File: src/rtl/rl_fifo_pkg.sv
// Shared helpers for the rl_fifo_1r1w FIFO controller: depth math, pointer
// difference and the status-flag bundle.
package rl_fifo_pkg;

  typedef struct packed {
    logic empty;
    logic full;
    logic almost_empty;
    logic almost_full;
  } fifo_flags_t;

  function automatic int fifo_depth(input int abits);
    return 1 << abits;
  endfunction

  // Fill level from two wrap-bit pointers; result is modulo 2**(abits+1).
  function automatic logic [31:0] ptr_count(input logic [31:0] wr_ptr,
                                            input logic [31:0] rd_ptr,
                                            input int          abits);
    logic [31:0] mask;
    mask = (32'd1 << (abits + 1)) - 32'd1;
    return (wr_ptr - rd_ptr) & mask;
  endfunction

endpackage

File: src/rtl/rl_ram_1r1w.sv
// Simple dual-port storage macro: one write port with byte enables, one read
// port with a registered output.
module rl_ram_1r1w #(
  parameter int ABITS      = 4,
  parameter int DBITS      = 32,
  parameter     TECHNOLOGY = "GENERIC"
) (
  input  logic                       clk_i,
  input  logic                       we_i,
  input  logic [ABITS-1:0]           waddr_i,
  input  logic [DBITS-1:0]           din_i,
  input  logic [(DBITS+7)/8-1:0]     be_i,
  input  logic                       re_i,
  input  logic [ABITS-1:0]           raddr_i,
  output logic [DBITS-1:0]           dout_o
);

  logic [DBITS-1:0] mem [2**ABITS];
  logic [DBITS-1:0] bit_mask;
  logic [DBITS-1:0] wr_word;
  logic [DBITS-1:0] dout_reg;

  genvar gi;
  generate
    for (gi = 0; gi < DBITS; gi++) begin : g_bit_mask
      assign bit_mask[gi] = be_i[gi/8];
    end
  endgenerate

  assign wr_word = (mem[waddr_i] & ~bit_mask) | (din_i & bit_mask);

  always_ff @(posedge clk_i) begin
    if (we_i) begin
      mem[waddr_i] <= wr_word;
    end
  end

  // Generic model is write-first on an address collision; other targets
  // fall back to read-old-data, which is what most vendor macros provide.
  generate
    if (TECHNOLOGY == "GENERIC") begin : g_read_write_first
      always_ff @(posedge clk_i) begin
        if (re_i) begin
          dout_reg <= (we_i && (waddr_i == raddr_i)) ? wr_word : mem[raddr_i];
        end
      end
    end else begin : g_read_old_data
      always_ff @(posedge clk_i) begin
        if (re_i) begin
          dout_reg <= mem[raddr_i];
        end
      end
    end
  endgenerate

  assign dout_o = dout_reg;

endmodule

File: src/rtl/rl_fifo_1r1w.sv
// Single-clock FIFO controller around rl_ram_1r1w. Define RL_FIFO_ERR_EN to
// add sticky overflow_o / underflow_o error flags.
module rl_fifo_1r1w
  import rl_fifo_pkg::*;
#(
  parameter int ABITS                  = 4,
  parameter int DBITS                  = 32,
  parameter     TECHNOLOGY             = "GENERIC",
  parameter int ALMOST_FULL_THRESHOLD  = fifo_depth(ABITS) - 1,
  parameter int ALMOST_EMPTY_THRESHOLD = 1
) (
  input  logic             rst_ni,
  input  logic             clk_i,
  input  logic             clr_i,
  input  logic             push_i,
  input  logic [DBITS-1:0] d_i,
  input  logic             pop_i,
  output logic [DBITS-1:0] q_o,
  output logic             empty_o,
  output logic             full_o,
  output logic             almost_empty_o,
  output logic             almost_full_o,
  output logic [ABITS:0]   count_o
`ifdef RL_FIFO_ERR_EN
  ,
  output logic             overflow_o,
  output logic             underflow_o
`endif
);

  localparam logic [ABITS:0] AF_LEVEL = (ABITS+1)'(ALMOST_FULL_THRESHOLD);
  localparam logic [ABITS:0] AE_LEVEL = (ABITS+1)'(ALMOST_EMPTY_THRESHOLD);

  logic [ABITS:0]   wr_ptr_reg, wr_ptr_next;
  logic [ABITS:0]   rd_ptr_reg, rd_ptr_next;
  logic             pop_dly_reg;
  logic [DBITS-1:0] q_hold_reg;
  logic [DBITS-1:0] ram_dout;
  logic [ABITS:0]   count;
  fifo_flags_t      flags;
  logic             push_ok;
  logic             pop_ok;

  // Status decodes only from registered pointers, never from push_i/pop_i.
  assign count = (ABITS+1)'(ptr_count(32'(wr_ptr_reg), 32'(rd_ptr_reg), ABITS));

  always_comb begin
    flags              = '0;
    flags.empty        = (wr_ptr_reg == rd_ptr_reg);
    flags.full         = (wr_ptr_reg[ABITS-1:0] == rd_ptr_reg[ABITS-1:0]) &&
                         (wr_ptr_reg[ABITS] != rd_ptr_reg[ABITS]);
    flags.almost_empty = (count <= AE_LEVEL);
    flags.almost_full  = (count >= AF_LEVEL);
  end

  assign empty_o        = flags.empty;
  assign full_o         = flags.full;
  assign almost_empty_o = flags.almost_empty;
  assign almost_full_o  = flags.almost_full;
  assign count_o        = count;

  // A full FIFO refuses pushes even alongside a pop (and vice versa), so an
  // accepted read never targets the slot being written this cycle.
  assign push_ok = push_i & ~flags.full;
  assign pop_ok  = pop_i & ~flags.empty;

  always_comb begin
    wr_ptr_next = wr_ptr_reg;
    rd_ptr_next = rd_ptr_reg;
    if (clr_i) begin
      wr_ptr_next = '0;
      rd_ptr_next = '0;
    end else begin
      if (push_ok) wr_ptr_next = wr_ptr_reg + 1'b1;
      if (pop_ok)  rd_ptr_next = rd_ptr_reg + 1'b1;
    end
  end

  always_ff @(posedge clk_i or negedge rst_ni) begin
    if (!rst_ni) begin
      wr_ptr_reg  <= '0;
      rd_ptr_reg  <= '0;
      pop_dly_reg <= 1'b0;
      q_hold_reg  <= '0;
    end else begin
      wr_ptr_reg  <= wr_ptr_next;
      rd_ptr_reg  <= rd_ptr_next;
      pop_dly_reg <= pop_ok & ~clr_i;
      q_hold_reg  <= q_o;
    end
  end

  assign q_o = pop_dly_reg ? ram_dout : q_hold_reg;

  rl_ram_1r1w #(
    .ABITS      (ABITS),
    .DBITS      (DBITS),
    .TECHNOLOGY (TECHNOLOGY)
  ) storage (
    .clk_i   (clk_i),
    .we_i    (push_ok & ~clr_i),
    .waddr_i (wr_ptr_reg[ABITS-1:0]),
    .din_i   (d_i),
    .be_i    ('1),
    .re_i    (pop_ok & ~clr_i),
    .raddr_i (rd_ptr_reg[ABITS-1:0]),
    .dout_o  (ram_dout)
  );

`ifdef RL_FIFO_ERR_EN
  logic overflow_reg;
  logic underflow_reg;

  always_ff @(posedge clk_i or negedge rst_ni) begin
    if (!rst_ni) begin
      overflow_reg  <= 1'b0;
      underflow_reg <= 1'b0;
    end else if (clr_i) begin
      overflow_reg  <= 1'b0;
      underflow_reg <= 1'b0;
    end else begin
      if (push_i & flags.full)  overflow_reg  <= 1'b1;
      if (pop_i & flags.empty)  underflow_reg <= 1'b1;
    end
  end

  assign overflow_o  = overflow_reg;
  assign underflow_o = underflow_reg;
`endif

endmodule

File: config.mk
export PLATFORM = sky130hd
export DESIGN_NAME = rl_fifo_1r1w
export DESIGN_NICKNAME = d
export VERILOG_FILES = /design/src/rtl/rl_fifo_pkg.sv /design/src/rtl/rl_ram_1r1w.sv /design/src/rtl/rl_fifo_1r1w.sv
export SDC_FILE = /design/constraint.sdc
export NUM_CORES = 1
export LEC_CHECK = 0
export BUFFER_PORTS_ARGS = -buffer_cell sky130_fd_sc_hd__clkbuf_2
export CAP_MARGIN = 40
export CORE_ASPECT_RATIO = 0.7
export CORE_MARGIN = 2
export CORE_UTILIZATION = 45
export DETAILED_ROUTE_END_ITERATION = 6
export GPL_TIMING_DRIVEN = 0
export PLACE_DENSITY = 0.69
export SKIP_CTS_REPAIR_TIMING = 1
export SLEW_MARGIN = 40
export SYNTH_ARGS = -nofsm -noshare
export SYNTH_HDL_FRONTEND = slang
export SYNTH_SLANG_ARGS = --single-unit
File: constraint.sdc
create_clock -name clk_i -period 4.5 [get_ports clk_i]
set_input_delay 0.225 -clock clk_i [delete_from_list [all_inputs] [get_ports clk_i]]
set_output_delay 0.225 -clock clk_i [all_outputs]
set_load 0.005 [all_outputs]
# == Word-level counts from Yosys, hierarchy flattened ==
# Memories as Yosys holds them, arrays and structs flattened. A register that Yosys moved wholly into a read port is not among the register bits.
# Cells that the tools add are included.
# word_totals
regBits,43
ramBits,512
input_bits,37
out_inout_bits,41
elab_cells,30
memories,1
# mem_list
memory,depth,width,rd,rd_ports_with_merged_regs,write_ports,line,rtl
storage.mem,16,32,1,1,1,rl_ram_1r1w.sv:18,logic [DBITS-1:0] mem [2**ABITS];
# op_classes
addsub,3
order_cmp,2
n_eq_ne,3
n_mux,7
bitwise_logic,7
reduce_logical,3
# op_table
cell,count
32-bit two-way mux,1
5-bit two-way mux,4
"5-bit by 1-bit adder with 5-bit output, second input constant",2
5-bit == test,1
"5-bit by 4-bit greater-or-equal comparator with 1-bit output, second input constant",1
"5-bit by 1-bit <= comparator with 1-bit output, second input constant",1
5-bit subtractor,1
1-bit AND,4
4-bit == test,1
2-bit nonzero test,2
1-bit inverter,3
1-bit two-way mux,2
1-bit logical AND,1
1-bit inequality test,1

# == Longest topological paths before layout ==
# logic_depth
word_depth,7
ltp_mapped,9
mapped_depth_nobuf,8

# == Modules after synthesis ==
# From an unflattened synthesis, not the netlist that was laid out.
# unflattened
cells_unflattened,1489
hier_area_um2,27381.3
# by_module_without_submodules
module,n_inst,cells_per_inst,area_each_um2
rl_ram_1r1w,1,1345,25479.4
rl_fifo_1r1w,1,144,1901.8

# == Worst setup path after synthesis ==
# Ideal clock, no wire load.
# synth_path
path_type,flip-flop to flip-flop
startpoint,register rd_ptr_reg[1]
endpoint,"memory storage.mem[3][0], enable pin"
t_arrival_ns,4.391
path_slack_ns,-0.353
stages_incl_launch_ff,10
period_less_slack_ns,4.853
cell_sequence,dfrtp_1 > buf_2 > buf_4 > clkbuf_1 > inv_1 > ha_1 > and4_1 > a211oi_1 > nand2_1 > nor3_1
# synth_between
elab_chain_len,7
# synth_rtl
item,line,rtl
"start, declared",rl_fifo_1r1w.sv:35,"logic [ABITS:0] rd_ptr_reg, rd_ptr_next;"
"start signal, assigned",rl_fifo_1r1w.sv:87,rd_ptr_reg <= rd_ptr_next;
4-bit == test,-,
1-bit logical AND,rl_fifo_1r1w.sv:50,flags.full = (wr_ptr_reg[ABITS-1:0] == rd_ptr_reg[ABITS-1:0]) &&
1-bit inverter,rl_fifo_1r1w.sv:64,assign push_ok = push_i & ~flags.full;
1-bit AND,rl_fifo_1r1w.sv:64,
1-bit AND,rl_fifo_1r1w.sv:101,".we_i (push_ok & ~clr_i),"
1-bit two-way mux,rl_ram_1r1w.sv:33,if (we_i) begin
1-bit two-way mux (not written as such),rl_ram_1r1w.sv:34,mem[waddr_i] <= wr_word;
"end, declared",rl_ram_1r1w.sv:18,
# Every way passes these cells.

# == Worst setup path after layout ==
# layout_path
startpoint,register rd_ptr_reg[2]
endpoint,"memory storage.mem[3][7], enable pin"
# The elaborated chain is that of the path after synthesis.

==> flow_summary.yaml <==
floorplan:
  initial_utilization_pct: 45.6
  die_area_mm2: 0.0519
  num_io_pins: 78
  core_area_mm2: 0.0494
  core.rowCount: 68
  fp.dieW_um: 272
  die_h_um: 191
pwr:
  pwr-share-seq_pct: 49.4
  peakVddDrop_mv: 0.294
  p_int_w: 0.00982
  power_leakage_nw: 8.69
  swShare_pct: 22.5
  pwr_density_cell_mw_per_mm2: 477
  total_power_w: 0.0127
  power_frac_clock_pct: 37.4
  combPwrFrac_pct: 13.2
  power_switching_w: 0.00284
synthesis:
  synth_cells: 1060
  synth_nets: 1107
  synth_ff_type: "edfxtp_1"
  synth-seq-cells: 587
  ys_async_sr_fraction_pct: 7.33
  synth_top_family_by_area: "multiplexers"
  synth-compound-area-share_pct: 3.51
  synth-simple-area-share_pct: 0.999
  ys_types: 45
  synth_edf_count: 544
  synth_adder_area_share_pct: 0.588
  synth-xor-area-share_pct: 0.461
  ys_warn_count: 0
  synth_area_mm2: 0.0226
  syn_avg_cell_area_um2: 21.3
  yosysSeqAreaShare_pct: 77.2
  synthMuxAreaShare_pct: 15.7
routing:
  met2_length_um: 23000
  via_per_inst: 5.77
  drc_errors: 0
  post_drt_wl_per_cell_um: 26.0
  wl_met1_um: 22200
  wl_met3_um: 4010
  routed.top_layer: "met4"
  first_pass_iters: 5
  vias: 11200
  drt_wl_total_um: 50400
  drt-initial-drc-count: 1326
  ant_nets: 0
setup_path:
  slowest_delay_ns: 0.68
  crit_required_ns: 4.77
  worstSetupPathType: "flip-flop to flip-flop"
  reg2reg_setup_slack_ns: 0.36
  crit_arrival_ns: 4.41
  cpMaxStageDelayCell: "nor3_4"
  crit_chain: "inv_1, clkbuf_1, ha_1, and4_1, a211oi_1, nand2_1, nor3_4, buf_4"
  start_kind: "flip-flop"
  endpoint_kind: "flip-flop"
  cp_max_fo: 10
sta:
  fin_crit_sh_pct: 91.9
  max_freq_ghz: 0.242
  relSlewSlack_pct: 43.0
  rsz0062_at_grt: "false"
  slew_violations: 0
  setup_viol: 0
  skew_ns: 0.0227
  period_needed_ns: 4.14
  setup_ws_ns: 0.364
  hold_viol: 0
  worst_pin_slew_ns: 0.856
clock_network:
  cts_tree: "done"
  clk_latency_ns: 0.58
  clkSinkCount: 587
  numCtsBuffers: 51
  clock_path_buffers: 3
  htreeDepth: 2
  path_clk_slew_ns: 0.07
  clockRootBuffer: "clkbuf_16"
final_layout:
  largest_reg_flops: 512
  drive_gt1_share_pct: 30.0
  utilization_pct: 53.7
  nets: 1277
  antennaDiodeCount: 0
  area_delta_synth_final_pct: 17.8
  final_area_mm2: 0.0266
status:
  outcome: "finished, final reports clean"
place:
  pre_cts_ws_ns: 0.102
  portBuffers: 77
  gp_congestion: 0.786
  place_area_mm2: 0.0247
  dp_hpwl_um: 34100
global_routing:
  grt_first_pass_wirelength_um: 74500
  overflow: 0
  antenna_found_initial: 0
  grt_max_degree: 24
  grt_pass1_vias: 11400
  track_usage_pct: 19.7
job:
  maxCapViolCount: 0
hold_path:
  min_path_type: "primary input to flip-flop"
-- power by group through the flow --
stage          Clock [W]  Combinational, W  Sequential (W)
2_1_floorplan          0           0.00105         0.00636
3_3_place_gp           0           0.00162         0.00638
3_5_place_dp           0           0.00169         0.00638
4_1_cts          0.00481           0.00170         0.00626
5_1_grt          0.00501           0.00181         0.00628
6_report         0.00474           0.00167         0.00626
-- layout by cell type (no fill, tap or decap), drive strengths merged, types with 3 or more instances in the layout --
| master | synthesis | layout |
|---|---|---|
| a211oi | 3 | 3 |
| a22oi | 32 | 32 |
| a32oi | 32 | 32 |
| buf | 40 | 80 |
| bufinv | 0 | 9 |
| clkbuf | 15 | 164 |
| clkinv | 0 | 11 |
| dfrtp | 43 | 43 |
| edfxtp | 544 | 544 |
| ha | 9 | 9 |
| inv | 9 | 9 |
| mux2 | 32 | 32 |
| mux2i | 98 | 98 |
| mux4 | 96 | 96 |
| nand2 | 6 | 6 |
| nor2 | 26 | 26 |
| nor2b | 3 | 3 |
| nor3 | 4 | 4 |
| o21ai | 36 | 36 |
| xnor2 | 8 | 8 |
| xor2 | 3 | 3 |
-- synth_stat cells (all sizes together) (2+ instances only) --
library cell    n  share of area, %
a32oi          32               1.2
inv             9              0.15
nor2           26              0.43
dlygate4sd1     2             0.078
a211oi          3              0.10
mux2i          98               4.3
a22oi          32               1.1
mux2           32               1.6
a2111oi         2             0.078
dfrtp          43               4.8
nor2b           3             0.083
buf            40               1.1
o21ai          36              0.80
xor2            3              0.15
nor3            4             0.089
clkbuf         15              0.26
and2            2             0.055
xnor2           8              0.31
ha              9              0.50
edfxtp        544                72
nand2b          2             0.055
nand2           6              0.10
mux4           96               9.7
-- per-layer routing --
layer | GRT usage, % | up-vias
met5 | 0 | -
met4 | 5.54 | 0
met3 | 3.82 | 93
met2 | 29.9 | 464
met1 | 29.2 | 5878
li1 | - | 4742
-- worst max-delay path: cells and delay by family, from the launching register on --
family / cells / cell delay [ns]
flops: 1 / 0.41
simple gates: 3 / 1.27
buf+inv: 3 / 1.24
fa+ha+maj: 1 / 0.42
compound gates: 1 / 0.46
-- area by class of cell --
class	count	area, µm²
plain buffers	56	318
clock buffers	73	1490
clock inverters	22	339
fillers	3731	22900
inverters	9	33.8
multi-input cells	407	4930
flip-flops and latches	587	17400
well taps	665	832
repair buffers	118	1210
-- final timing paths --
path | end | cells past startpoint | start
setup / recovery | storage.mem[3][7]$_DFFE_PP_ | 8 | rd_ptr_reg[2]$_DFFE_PN0P_
max in group asynchronous | q_hold_reg[4]$_DFF_PN0_ | 3 | rst_ni
hold / removal | rd_ptr_reg[4]$_DFFE_PN0P_ | 3 | clr_i
min in group asynchronous | wr_ptr_reg[2]$_DFFE_PN0P_ | 2 | rst_ni
hold reg to reg | q_hold_reg[4]$_DFF_PN0_ | 1 | q_hold_reg[4]$_DFF_PN0_
setup reg to reg | storage.mem[3][7]$_DFFE_PP_ | 8 | rd_ptr_reg[2]$_DFFE_PN0P_
-- kinds of logic after synthesis --
group | Yosys count
AO/OA/AOI/OAI | 111
XOR/XNOR | 11
adder cells (fa/ha/maj) | 10
buffers and inverters | 66
flip-flops | 587
multiplexers | 226
AND/OR/NAND/NOR | 49
-- stage by stage --
| stage | std cells | setup TNS (ns) | hold WS, ns |
|---|---|---|---|
| floorplan | 1060 | 0 | -0.0706 |
| global placement | 1802 | -875.13 | 0.477 |
| detailed placement | 1842 | 0 | 0.201 |
| CTS | 1937 | 0 | -0.414 |
| global route | 1937 | 0 | 0.00688 |
| finish | 1937 | 0 | 0.00641 |
No activity file was read; power rests on OpenSTA's default activity.
